==> src/rtl/dot_accel.sv <==
// Avalon-MM dot-product engine: fetches weight/activation vectors over the master port
// and accumulates a wrapping Q(32-FRAC_BITS).FRAC_BITS dot product readable at offset 0.
module dot_accel #(
    parameter int unsigned FRAC_BITS = 16,
    parameter int unsigned ADDR_W    = 32
) (
    input  logic              clk,
    input  logic              rst,
    output logic              slave_waitrequest,
    input  logic [3:0]        slave_address,
    input  logic              slave_read,
    input  logic              slave_write,
    input  logic [31:0]       slave_writedata,
    output logic [31:0]       slave_readdata,
    input  logic              master_waitrequest,
    output logic [ADDR_W-1:0] master_address,
    output logic              master_read,
    input  logic [31:0]       master_readdata,
    input  logic              master_readdatavalid,
    output logic              master_write,
    output logic [31:0]       master_writedata
);

    typedef enum logic [2:0] {
        IDLE,
        RD_W,
        WT_W,
        RD_A,
        WT_A,
        MAC,
        DONE
    } state_t;

    state_t      state;
    logic [31:0] wbase, abase, len, result;
    logic [31:0] wbase_q, abase_q, len_q;
    logic [31:0] idx, acc, w_q, a_q;
    logic [31:0] idx_inc, mac_term;
    logic        start, more;

    assign start    = slave_write && (slave_address == 4'd0);
    assign idx_inc  = idx + 32'd1;
    assign more     = idx_inc < len_q;
    // Sign-extend both operands to 64 bits so the full product is kept before the
    // arithmetic shift (floor rounding) and the wrap back to 32 bits.
    assign mac_term = 32'((64'($signed(w_q)) * 64'($signed(a_q))) >>> FRAC_BITS);

    assign master_write      = 1'b0;
    assign master_writedata  = '0;
    assign slave_waitrequest = slave_read && (slave_address == 4'd0) && (state != IDLE);

    always_comb begin
        slave_readdata = '0;
        case (slave_address)
            4'd0:    slave_readdata = result;
            4'd2:    slave_readdata = wbase;
            4'd3:    slave_readdata = abase;
            4'd5:    slave_readdata = len;
            default: slave_readdata = '0;
        endcase
    end

    always_ff @(posedge clk or posedge rst) begin
        if (rst) begin
            state          <= IDLE;
            wbase          <= '0;
            abase          <= '0;
            len            <= '0;
            result         <= '0;
            wbase_q        <= '0;
            abase_q        <= '0;
            len_q          <= '0;
            idx            <= '0;
            acc            <= '0;
            w_q            <= '0;
            a_q            <= '0;
            master_read    <= 1'b0;
            master_address <= '0;
        end else begin
            if (slave_write) begin
                case (slave_address)
                    4'd2:    wbase <= slave_writedata;
                    4'd3:    abase <= slave_writedata;
                    4'd5:    len   <= slave_writedata;
                    default: ;
                endcase
            end

            case (state)
                IDLE: begin
                    if (start) begin
                        wbase_q <= wbase;
                        abase_q <= abase;
                        len_q   <= len;
                        acc     <= '0;
                        idx     <= '0;
                        if (len == 32'd0) begin
                            state <= DONE;
                        end else begin
                            master_read    <= 1'b1;
                            master_address <= ADDR_W'(wbase);
                            state          <= RD_W;
                        end
                    end
                end
                RD_W: begin
                    if (!master_waitrequest) begin
                        master_read <= 1'b0;
                        state       <= WT_W;
                    end
                end
                WT_W: begin
                    if (master_readdatavalid) begin
                        w_q            <= master_readdata;
                        master_read    <= 1'b1;
                        master_address <= ADDR_W'(abase_q + (idx << 2));
                        state          <= RD_A;
                    end
                end
                RD_A: begin
                    if (!master_waitrequest) begin
                        master_read <= 1'b0;
                        state       <= WT_A;
                    end
                end
                WT_A: begin
                    if (master_readdatavalid) begin
                        a_q   <= master_readdata;
                        state <= MAC;
                    end
                end
                MAC: begin
                    acc <= acc + mac_term;
                    idx <= idx_inc;
                    if (more) begin
                        master_read    <= 1'b1;
                        master_address <= ADDR_W'(wbase_q + (idx_inc << 2));
                        state          <= RD_W;
                    end else begin
                        state <= DONE;
                    end
                end
                DONE: begin
                    result <= acc;
                    state  <= IDLE;
                end
                default: state <= IDLE;
            endcase
        end
    end

endmodule
==> config.mk <==
export PLATFORM = sky130hd
export DESIGN_NAME = dot_accel
export DESIGN_NICKNAME = d
export VERILOG_FILES = /design/src/rtl/dot_accel.sv
export SDC_FILE = /design/constraint.sdc
export NUM_CORES = 2
export LEC_CHECK = 0
export BUFFER_PORTS_ARGS = -buffer_cell sky130_fd_sc_hd__buf_4
export CORE_ASPECT_RATIO = 1.2
export CORE_MARGIN = 8
export CORE_UTILIZATION = 45
export DETAILED_ROUTE_END_ITERATION = 8
export HOLD_SLACK_MARGIN = 0.05
export PLACE_DENSITY = 0.66
export SETUP_SLACK_MARGIN = 0.05
export SLEW_MARGIN = 20
export SYNTH_ARGS = -nofsm -noshare
export SYNTH_HDL_FRONTEND = slang
export SYNTH_SLANG_ARGS = --single-unit
==> constraint.sdc <==
create_clock -name clk -period 11 [get_ports clk]
set_input_delay 0.55 -clock clk [delete_from_list [all_inputs] [get_ports clk]]
set_output_delay 0.55 -clock clk [all_outputs]
set_load 0.005 [all_outputs]
==> flow_summary.yaml <==
synthesis:
  synth.mux.area_fraction_pct: 6.50
  yosys_warnings: 0
  synth_edf_count: 0
  synth_top_area_cell: "fa_1"
  synth_simple_gate_area_share_pct: 14.2
  synth_xor_area_share_pct: 3.02
  synth_seq_cells: 388
  synth_ff_type: "dfrtp_1"
  synth.yosys.seq_area_share_pct: 19.4
  netlist_top_cells_area: "fa_1 (34%), dfrtp_1 (19%), ha_1 (7.1%)"
  synth_top_family_by_area: "adder cells"
  synth.top_cell.area_share_pct: 33.7
  syn_area_um2: 50000
  yosys.cell_types.count: 77
  synth_compound_area_share_pct: 7.09
  syn_avg_cell_area_um2: 9.86
  syn_inst: 5074
  ys_async_sr_fraction_pct: 100
  synth_fa_ha_area_share_pct: 40.8
worst_setup_path:
  r2r_slack_ns: 0.56
  cp-end-kind: "flop"
  slowest_delay_ns: 1.01
  crit_path_end: "acc[31]$_DFFE_PP0P_"
  worstSetupStartpointType: "flop"
  r2r_end: "acc[31]$_DFFE_PP0P_"
  worstSetupPathType: "flop to flop"
  critPathSlowestCell: "dfrtp_1"
  critPathRequiredTime_ns: 11.48
  cp-startpoint: "w_q[14]$_DFFE_PP0P_"
  worstPathArrival_ns: 10.93
  crit_top_cell: "fa_1"
  rr_worst_depth: 35
  critPathMaxFanout: 17
  r2r_start: "w_q[14]$_DFFE_PP0P_"
floorplanning:
  dieArea_um2: 122000
  die_w_um: 320
  die_h_um: 381
  rows: 134
  io_pins: 173
  start_util_pct: 45.2
  core-area_um2: 111000
clocking:
  cts_buffers: 43
  clk_pin_slew_ns: 0.07
  clk_latency_ns: 0.62
  cts-resized-gates: 0
  cts_setup_buffers: 0
  cts.sinks: 388
  cts-root-buf: "clkbuf_16"
  cts.path.max_buffers: 3
  htreeDepth: 2
  cts_tree: "yes"
  holdBufCountCts: 0
detailed_routing:
  drt_iter0_drc: 2319
  drtPass1Iterations: 7
  wire_per_inst_um: 21.2
  wirelength_mm: 139
  antenna_left: 0
  drc: 0
  viasPerCell: 5.51
  vias: 36100
run_status:
  status: "finished, final reports clean"
place:
  dpl.cell_count: 6473
  gp_congestion: 0.930
  dp_hpwl_mm: 109
  port_buffers: 139
  dp_slack_ns: 0.513
timing:
  setup_tns_ns: 0
  setup_slack_ns: 0.558
  max_freq_mhz: 95.8
  hold_violations: 0
  report.final.slew_viol_count: 0
  rsz0062_at_grt: "no"
  fin_skew_ns: 0.0387
  finalCritPeriodShare_pct: 94.9
  fin_crit_ns: 10.44
  finalSetupViolCount: 0
  tightest_slew_ns: 1.08
  maxSlewHeadroom_pct: 28.3
hold_path:
  hold_class: "primary input to flop"
final_layout:
  drive_gt1_share_pct: 12.3
  layout.cells.non_filler: 6554
  syn_to_final_growth_pct: 8.04
  nFillCells: 10200
  final_common_cell: "inv_1"
  mostFrequentLayoutCells: "inv_1 (862), fa_1 (841), nand2_1 (597)"
  layout.nets: 6290
global_route:
  use_met2_pct: 40.1
  met3_usage_pct: 2.77
  busiest_layer: "met2"
  grt_overflow: 0
  antenna_found_initial: 4
  grt_use_total_pct: 23.0
  met1_usage_pct: 29.1
  grt_max_degree: 78
  grt_pass1_vias: 39200
  grt_pass1_wl_mm: 223
run:
  drv_cap: 0
## worst max-delay path: cells and delay by family, from the launching register on
family / cells / cell delay, ns
AO/OA/AOI/OAI: 15 / 3.53
XOR/XNOR: 2 / 0.59
adder cells (fa/ha/maj): 10 / 4.34
buffers and inverters: 4 / 0.19
flip-flops: 1 / 1.01
AND/OR/NAND/NOR: 4 / 0.65
## how the worst min path moves through the flow
stage	from	to	slack [ns]	cells after the start
floorplan	result[1]$_DFFE_PP0N_	result[1]$_DFFE_PP0N_	0.45	2
global placement	master_address[15]$_DFFE_PP0P_	master_address[15]$_DFFE_PP0P_	0.47	2
detailed placement	master_address[12]$_DFFE_PP0P_	master_address[12]$_DFFE_PP0P_	0.47	2
CTS	slave_writedata[6]	wbase[6]$_DFFE_PP0P_	0.14	2
global route	master_readdata[30]	a_q[30]$_DFFE_PP0P_	0.16	2
finish	slave_writedata[6]	wbase[6]$_DFFE_PP0P_	0.18	2
## cell type report
cell class                 instances  area, um2  area share [%]
antenna                            2       5.00         0.00926
timing repair buffer             232       1760            3.25
clock buffer                      58       1200            2.23
clock inverter                    21        288           0.533
sequential                       388       9710            18.0
tap                             1428       1790            3.31
inverter                         863       3240            6.00
multi-input combinational       3562      36000            66.7
## synthesized netlist by cell type (5+ instances only)
| cell | number |
|---|---|
| a31oi_1 | 11 |
| buf_1 | 19 |
| or3_1 | 5 |
| buf_4 | 33 |
| xor2_1 | 50 |
| o21bai_1 | 13 |
| o21a_1 | 24 |
| o22ai_1 | 7 |
| xnor2_1 | 120 |
| ha_1 | 285 |
| nand4_1 | 24 |
| dfrtp_1 | 388 |
| and4_1 | 8 |
| inv_1 | 863 |
| a222oi_1 | 33 |
| and2_1 | 507 |
| nor2b_1 | 20 |
| nor4_1 | 11 |
| clkbuf_1 | 241 |
| a22o_1 | 5 |
| mux2_2 | 288 |
| o31ai_1 | 11 |
| o211ai_1 | 10 |
| a211oi_1 | 13 |
| nand3_1 | 64 |
| nor3_1 | 33 |
| nand2_1 | 597 |
| nor2_1 | 106 |
| a21o_1 | 79 |
| a21oi_1 | 109 |
| and3_1 | 20 |
| a221oi_1 | 21 |
| o21ai_0 | 118 |
| nand2b_1 | 19 |
| fa_1 | 841 |
## kinds of logic (layout without fill, tap and decap cells)
logic type | after synthesis | in the layout
xor gates and xnor gates | 171 | 171
adders and majority gates | 1126 | 1126
DFF | 388 | 388
other | 1 | 35
and+or+nand+nor | 1430 | 1430
buffers and inverters | 1156 | 1174
AOI/OAI and AO/OA | 513 | 513
muxes | 289 | 289
## per-stage QoR
stage	hold slack (ns)	instance area [um2]	utilization, %
after detailed placement	0.472	52500	47.5
after floorplan	0.449	50100	-
after global placement	0.466	52500	47.5
after CTS	0.142	54000	48.8
final	0.176	54000	48.8
after global routing	0.163	54000	48.8
## per-layer routing
layer,vias to the layer above,share of wire [%]
li1,15800,-
met1,18800,40
met2,1219,50
met3,289,5.9
met4,2,4.2
met5,-,0.0094
Power is left out: the tool's default activity adds up to more than one toggle a clock period on the data nets, which glitch-free logic cannot reach.
